## config.mk

```make
export PLATFORM = sky130hd
export DESIGN_NAME = serial_port_sequencer
export DESIGN_NICKNAME = d
export VERILOG_FILES = /design/src/rtl/serial_port_sequencer_pkg.sv /design/src/rtl/frame_bit_counter.sv /design/src/rtl/serial_port_sequencer.sv
export SDC_FILE = /design/constraint.sdc
export NUM_CORES = 1
export LEC_CHECK = 0
export BUFFER_PORTS_ARGS = -buffer_cell sky130_fd_sc_hd__buf_4
export CELL_PAD_IN_SITES_DETAIL_PLACEMENT = 0
export CELL_PAD_IN_SITES_GLOBAL_PLACEMENT = 1
export CORE_ASPECT_RATIO = 0.6
export CORE_MARGIN = 1
export CORE_UTILIZATION = 35
export CTS_BUF_LIST = sky130_fd_sc_hd__clkbuf_8 sky130_fd_sc_hd__clkbuf_16
export DETAILED_ROUTE_END_ITERATION = 12
export PLACE_DENSITY_LB_ADDON = 0.1
export SYNTH_ARGS = -nofsm -noshare
export SYNTH_HDL_FRONTEND = slang
export SYNTH_SLANG_ARGS = --single-unit
```

## constraint.sdc

```tcl
create_clock -name clock -period 4.2 [get_ports clock]
set_input_delay 0.42 -clock clock [delete_from_list [all_inputs] [get_ports clock]]
set_output_delay 0.42 -clock clock [all_outputs]
set_load 0.02 [all_outputs]
```

## src/rtl/serial_port_sequencer_pkg.sv

```systemverilog
// Shared types and constants for the serial port sequencer.
// Frame: start(0), 2 port bits, LEN_W length bits, N data bits, MSB first.
package serial_port_sequencer_pkg;

  localparam int LEN_W_DEF = 4;
  localparam int NPORTS    = 4;
  localparam int PORT_W    = 2;

  typedef enum logic [2:0] {
    S_IDLE = 3'd0,
    S_PORT = 3'd1,
    S_LEN  = 3'd2,
    S_DATA = 3'd3,
    S_DONE = 3'd4
  } state_t;

endpackage

```

## src/rtl/frame_bit_counter.sv

```systemverilog
// Loadable down-counter qualified by the bit tick.
// Shared by header bit counting and data remaining count.
module frame_bit_counter #(
  parameter int W = 4
) (
  input  logic         clock,
  input  logic         reset,
  input  logic         en,
  input  logic         load,
  input  logic         dec,
  input  logic [W-1:0] load_val,
  output logic [W-1:0] count,
  output logic         zero
);

  assign zero = (count == '0);

  // Saturates at zero so a stray decrement never wraps.
  always_ff @(posedge clock or posedge reset) begin
    if (reset) begin
      count <= '0;
    end else if (en) begin
      if (load)
        count <= load_val;
      else if (dec && !zero)
        count <= count - W'(1);
    end
  end

endmodule

```

## src/rtl/serial_port_sequencer.sv

```systemverilog
// Decodes serial frames and routes data bits to one of four ports.
// busy and done are registered; valid, dout and sh_en are combinational.
module serial_port_sequencer
  import serial_port_sequencer_pkg::*;
#(
  parameter int LEN_W = LEN_W_DEF,
  parameter int PORTS = NPORTS
) (
  input  logic             clock,
  input  logic             reset,
  input  logic             clkEN,
  input  logic             SerIn,
  output logic             sh_en,
  output logic [1:0]       port_q,
  output logic             busy,
  output logic [PORTS-1:0] valid,
  output logic [PORTS-1:0] dout,
  output logic             done
);

  state_t state, state_n;

  logic [PORT_W-1:0] port_r;
  logic [LEN_W-1:0]  len_r;
  logic [LEN_W-1:0]  len_n;
  logic [LEN_W-1:0]  cnt;
  logic [LEN_W-1:0]  cnt_val;
  logic              cnt_zero;
  logic              cnt_last;
  logic              cnt_load;
  logic              cnt_dec;
  logic              done_r;
  logic              busy_r;

  assign port_q   = port_r;
  assign done     = done_r;
  assign busy     = busy_r;
  assign len_n    = {len_r[LEN_W-2:0], SerIn};
  assign cnt_last = (cnt == LEN_W'(1));

  frame_bit_counter #(
    .W(LEN_W)
  ) u_cnt (
    .clock   (clock),
    .reset   (reset),
    .en      (clkEN),
    .load    (cnt_load),
    .dec     (cnt_dec),
    .load_val(cnt_val),
    .count   (cnt),
    .zero    (cnt_zero)
  );

  always_ff @(posedge clock or posedge reset) begin
    if (reset) begin
      state  <= S_IDLE;
      done_r <= 1'b0;
      busy_r <= 1'b0;
    end else begin
      state  <= state_n;
      done_r <= (state_n == S_DONE);
      busy_r <= (state_n != S_IDLE);
    end
  end

  always_ff @(posedge clock or posedge reset) begin
    if (reset) begin
      port_r <= '0;
      len_r  <= '0;
    end else if (clkEN) begin
      if (state == S_PORT)
        port_r <= {port_r[0], SerIn};
      if (state == S_LEN)
        len_r <= len_n;
    end
  end

  always_comb begin
    state_n = state;
    unique case (state)
      S_IDLE:
        if (clkEN && !SerIn)
          state_n = S_PORT;
      S_PORT:
        if (clkEN && cnt_last)
          state_n = S_LEN;
      S_LEN:
        if (clkEN && cnt_last)
          state_n = (len_n == '0) ? S_DONE : S_DATA;
      S_DATA:
        if (clkEN && (cnt_last || cnt_zero))
          state_n = S_DONE;
      S_DONE:
        state_n = S_IDLE;
      default:
        state_n = S_IDLE;
    endcase
  end

  always_comb begin
    sh_en    = 1'b0;
    valid    = '0;
    cnt_load = 1'b0;
    cnt_dec  = 1'b0;
    cnt_val  = '0;
    unique case (state)
      S_IDLE: begin
        cnt_load = !SerIn;
        cnt_val  = LEN_W'(PORT_W);
      end
      S_PORT: begin
        sh_en = clkEN;
        if (cnt_last) begin
          cnt_load = 1'b1;
          cnt_val  = LEN_W'(LEN_W);
        end else begin
          cnt_dec = 1'b1;
        end
      end
      S_LEN: begin
        if (cnt_last) begin
          cnt_load = 1'b1;
          cnt_val  = len_n;
        end else begin
          cnt_dec = 1'b1;
        end
      end
      S_DATA: begin
        valid[port_r] = 1'b1;
        cnt_dec       = 1'b1;
      end
      default: ;
    endcase
  end

  assign dout = valid & {PORTS{SerIn}};

endmodule

```

==> flow_summary.toml <==
[run_status]
status = "complete, no violations"

[clock_network]
cts_tree = "done"
hold_buffers = 0
post_cts_buffers = 0
clkLatencyLatePin_ns = 0.24
clockBufferDepth = 2
htree_levels = 1
cts_resized = 0
cts-root-buf = "clkbuf_8"
clk_pin_slew_worst_paths_ns = 0.06
cts_inserted_buffers = 3
cts_sinks = 14

[global_route]
gr-usage-met1_pct = 26.61
grt_pass1_wl_um = 3988
use_met3_pct = 5.226
met2_usage_pct = 24.04
grt_pass1_vias = 786
grt_antenna_before_repair = 0
gr-max-usage-layer = "met1"
grt_max_degree = 20
grt_overflow = 0
grt_usage_pct = 17.83

[placed_design]
hpwl_um = 1779
post-place-ws_ns = 2.146
port_buffers = 16
place.gp.congestion = 0.9189

[logic_synthesis]
async_flop_share_pct = 100.0
syn_area_um2 = 993.5
ys_seq_elements = 14
syn_avg_cell_area_um2 = 8.950
ys.flop_type = "dfrtp_1"
synth_fp_nets = 118
synthCells = 111
ys_warn_count = 0
synth_edf_count = 0
synth.distinct_cells = 46
seq_area_frac_synth_pct = 35.26

[sta]
worst_slew_margin_rel_pct = 55.75
worst-slew-pin-transition_ns = 0.6638
fin_ws_ns = 1.904
final.setup_skew_ns = 0.0009386
fin_crit_sh_pct = 54.67
drv_slew = 0
finalHoldViolCount = 0
finalSetupViolations = 0
rsz0062_at_grt = "false"
fmax_mhz = 435.6
fin_setup_tns_ns = 0
fin_crit_ns = 2.296

[floorplan]
dieWidth_um = 70.78
row_count = 14
die_h_um = 43.27
dieArea_mm2 = 0.003063
start_util_pct = 38.32
top_level_ports = 17
core_area_mm2 = 0.002592

[route]
vias = 923
drc_errors = 0
ant_nets = 0
drt-total-wl_um = 2383
drtIter0Drc = 117
avgViaCountPerCell = 5.842
firstDrtPassIters = 6
wire_per_inst_um = 15.08

[setup_path]
crit_arrival_ns = 1.88
critPathCaptureType = "primary output"
worstPathCellList = "nor2b_1, nand3_1, nor2_1, buf_4"
path_class = "flop to primary output"
max_stage_delay_ns = 0.77
crit_slowest_cell = "dfrtp_1"
critPathLaunchType = "flop"
critPathRequiredTime_ns = 3.78
crit_fanout = 19
cp-startpoint = "state[1]"
timing.rr.start = "u_cnt.count[1]"

[pwr]
irDropWorstVdd_mv = 0.2067
power_density_mw_per_mm2 = 610.9
p_leak_nw = 0.5163
finalPower_w = 0.0007239

[layout]
fillers = 255
diodes = 0
area_growth_pct = 19.27
multi_input_area_um2 = 589.3
regArea_um2 = 350.3
final_nets = 134
drive_gt1_share_pct = 23.81

[run]
cap_violations = 0

[worst_hold_path]
hold_class = "primary input to async pin"
[worst paths after layout]
kind                                        to  slack (ns)  cells after the start
worst max-delay path                   dout[1]        1.90                      4
worst min-delay path                 port_q[0]        0.23                      2
worst max register to register  u_cnt.count[3]        2.13                      6
worst min register to register        len_r[2]        0.55                      1
max in group asynchronous                 busy        3.59                      2
min in group clock              u_cnt.count[2]        0.46                      2
[logic make-up (layout without fill, tap and decap cells)]
| family | after synthesis | in the layout | synth area share [%] |
|---|---|---|---|
| xor gates and xnor gates | 1 | 1 | 0.8818 |
| adders and majority gates | 4 | 4 | 4.786 |
| muxes | 5 | 5 | 5.541 |
| and+or+nand+nor | 45 | 45 | 25.32 |
| AOI/OAI and AO/OA | 29 | 29 | 22.80 |
| buffers and inverters | 13 | 28 | 5.415 |
| DFF | 14 | 14 | 35.26 |
[power by group]
group          switching, W  total [W]  internal [W]
Sequential        0.0000772   0.000257      0.000180
Clock             0.0000489   0.000132     0.0000830
Combinational      0.000185   0.000335      0.000150
Total              0.000311   0.000724      0.000413
[synthesized netlist by cell type (2+ instances only)]
| cell type | number | area [um2] |
|---|---|---|
| a21o_1 | 2 | 15.01 |
| and2_1 | 3 | 18.77 |
| buf_2 | 4 | 20.02 |
| o21ai_0 | 3 | 15.01 |
| dfrtp_1 | 14 | 350.3 |
| nor2_1 | 13 | 48.80 |
| a21oi_1 | 7 | 35.03 |
| nand2_1 | 8 | 30.03 |
| nor3_1 | 2 | 10.01 |
| nand2b_1 | 3 | 18.77 |
| ha_1 | 3 | 37.54 |
| nand4_1 | 2 | 12.51 |
| nor4_1 | 4 | 25.02 |
| inv_1 | 8 | 30.03 |
| mux2_2 | 4 | 45.04 |
[per-layer routing]
layer	routed length (um)	share of wire (%)
met4	25	1.0
met5	0	0
met2	965	40
met1	1215	51
met3	177	7.4
[per-stage QoR]
stage / hold WS [ns] / utilization, % / area [um2] / std cells
after detailed placement: 0.5172 / 43.58 / 1130 / 154
after global routing: 0.2716 / 45.70 / 1185 / 158
final: 0.2328 / 45.70 / 1185 / 158
after floorplan: 0.3092 / - / 993.5 / 111
after global placement: 0.5186 / 43.58 / 1130 / 154
after CTS: 0.2469 / 45.70 / 1185 / 158
[critical path: cells and delay by family, from the launching register on]
family	cells	cell delay (ns)
and+or+nand+nor	3	0.71
buffers and inverters	1	0.15
DFF	1	0.77
[registers in the layout, indices dropped and copies added, names as in the netlist]
| signal | count |
|---|---|
| done | 1 |
| state | 3 |
| port_q | 2 |
| u_cnt.count | 4 |
| len_r | 3 |
| busy | 1 |
[cells in the final DEF, fill, tap and decap left out, drive strengths merged, types with 2 or more instances in the layout]
master,count
or3b,2
ha,3
a2111oi,2
nand2,8
nand2b,3
nor3,3
inv,8
mux2,4
nand4,2
buf,16
a21o,2
nor2,13
clkbuf,4
o21ai,3
dfrtp,14
a21oi,7
and2,3
nor4,4
[final cells by class]
type / instances / area share, %
sequential: 14 / 29.57
tap: 32 / 3.379
inverter: 8 / 2.534
clock buffer: 4 / 4.646
timing repair buffer: 16 / 10.14
multi-input combinational: 84 / 49.74
Power figures use the tool's default switching activity.
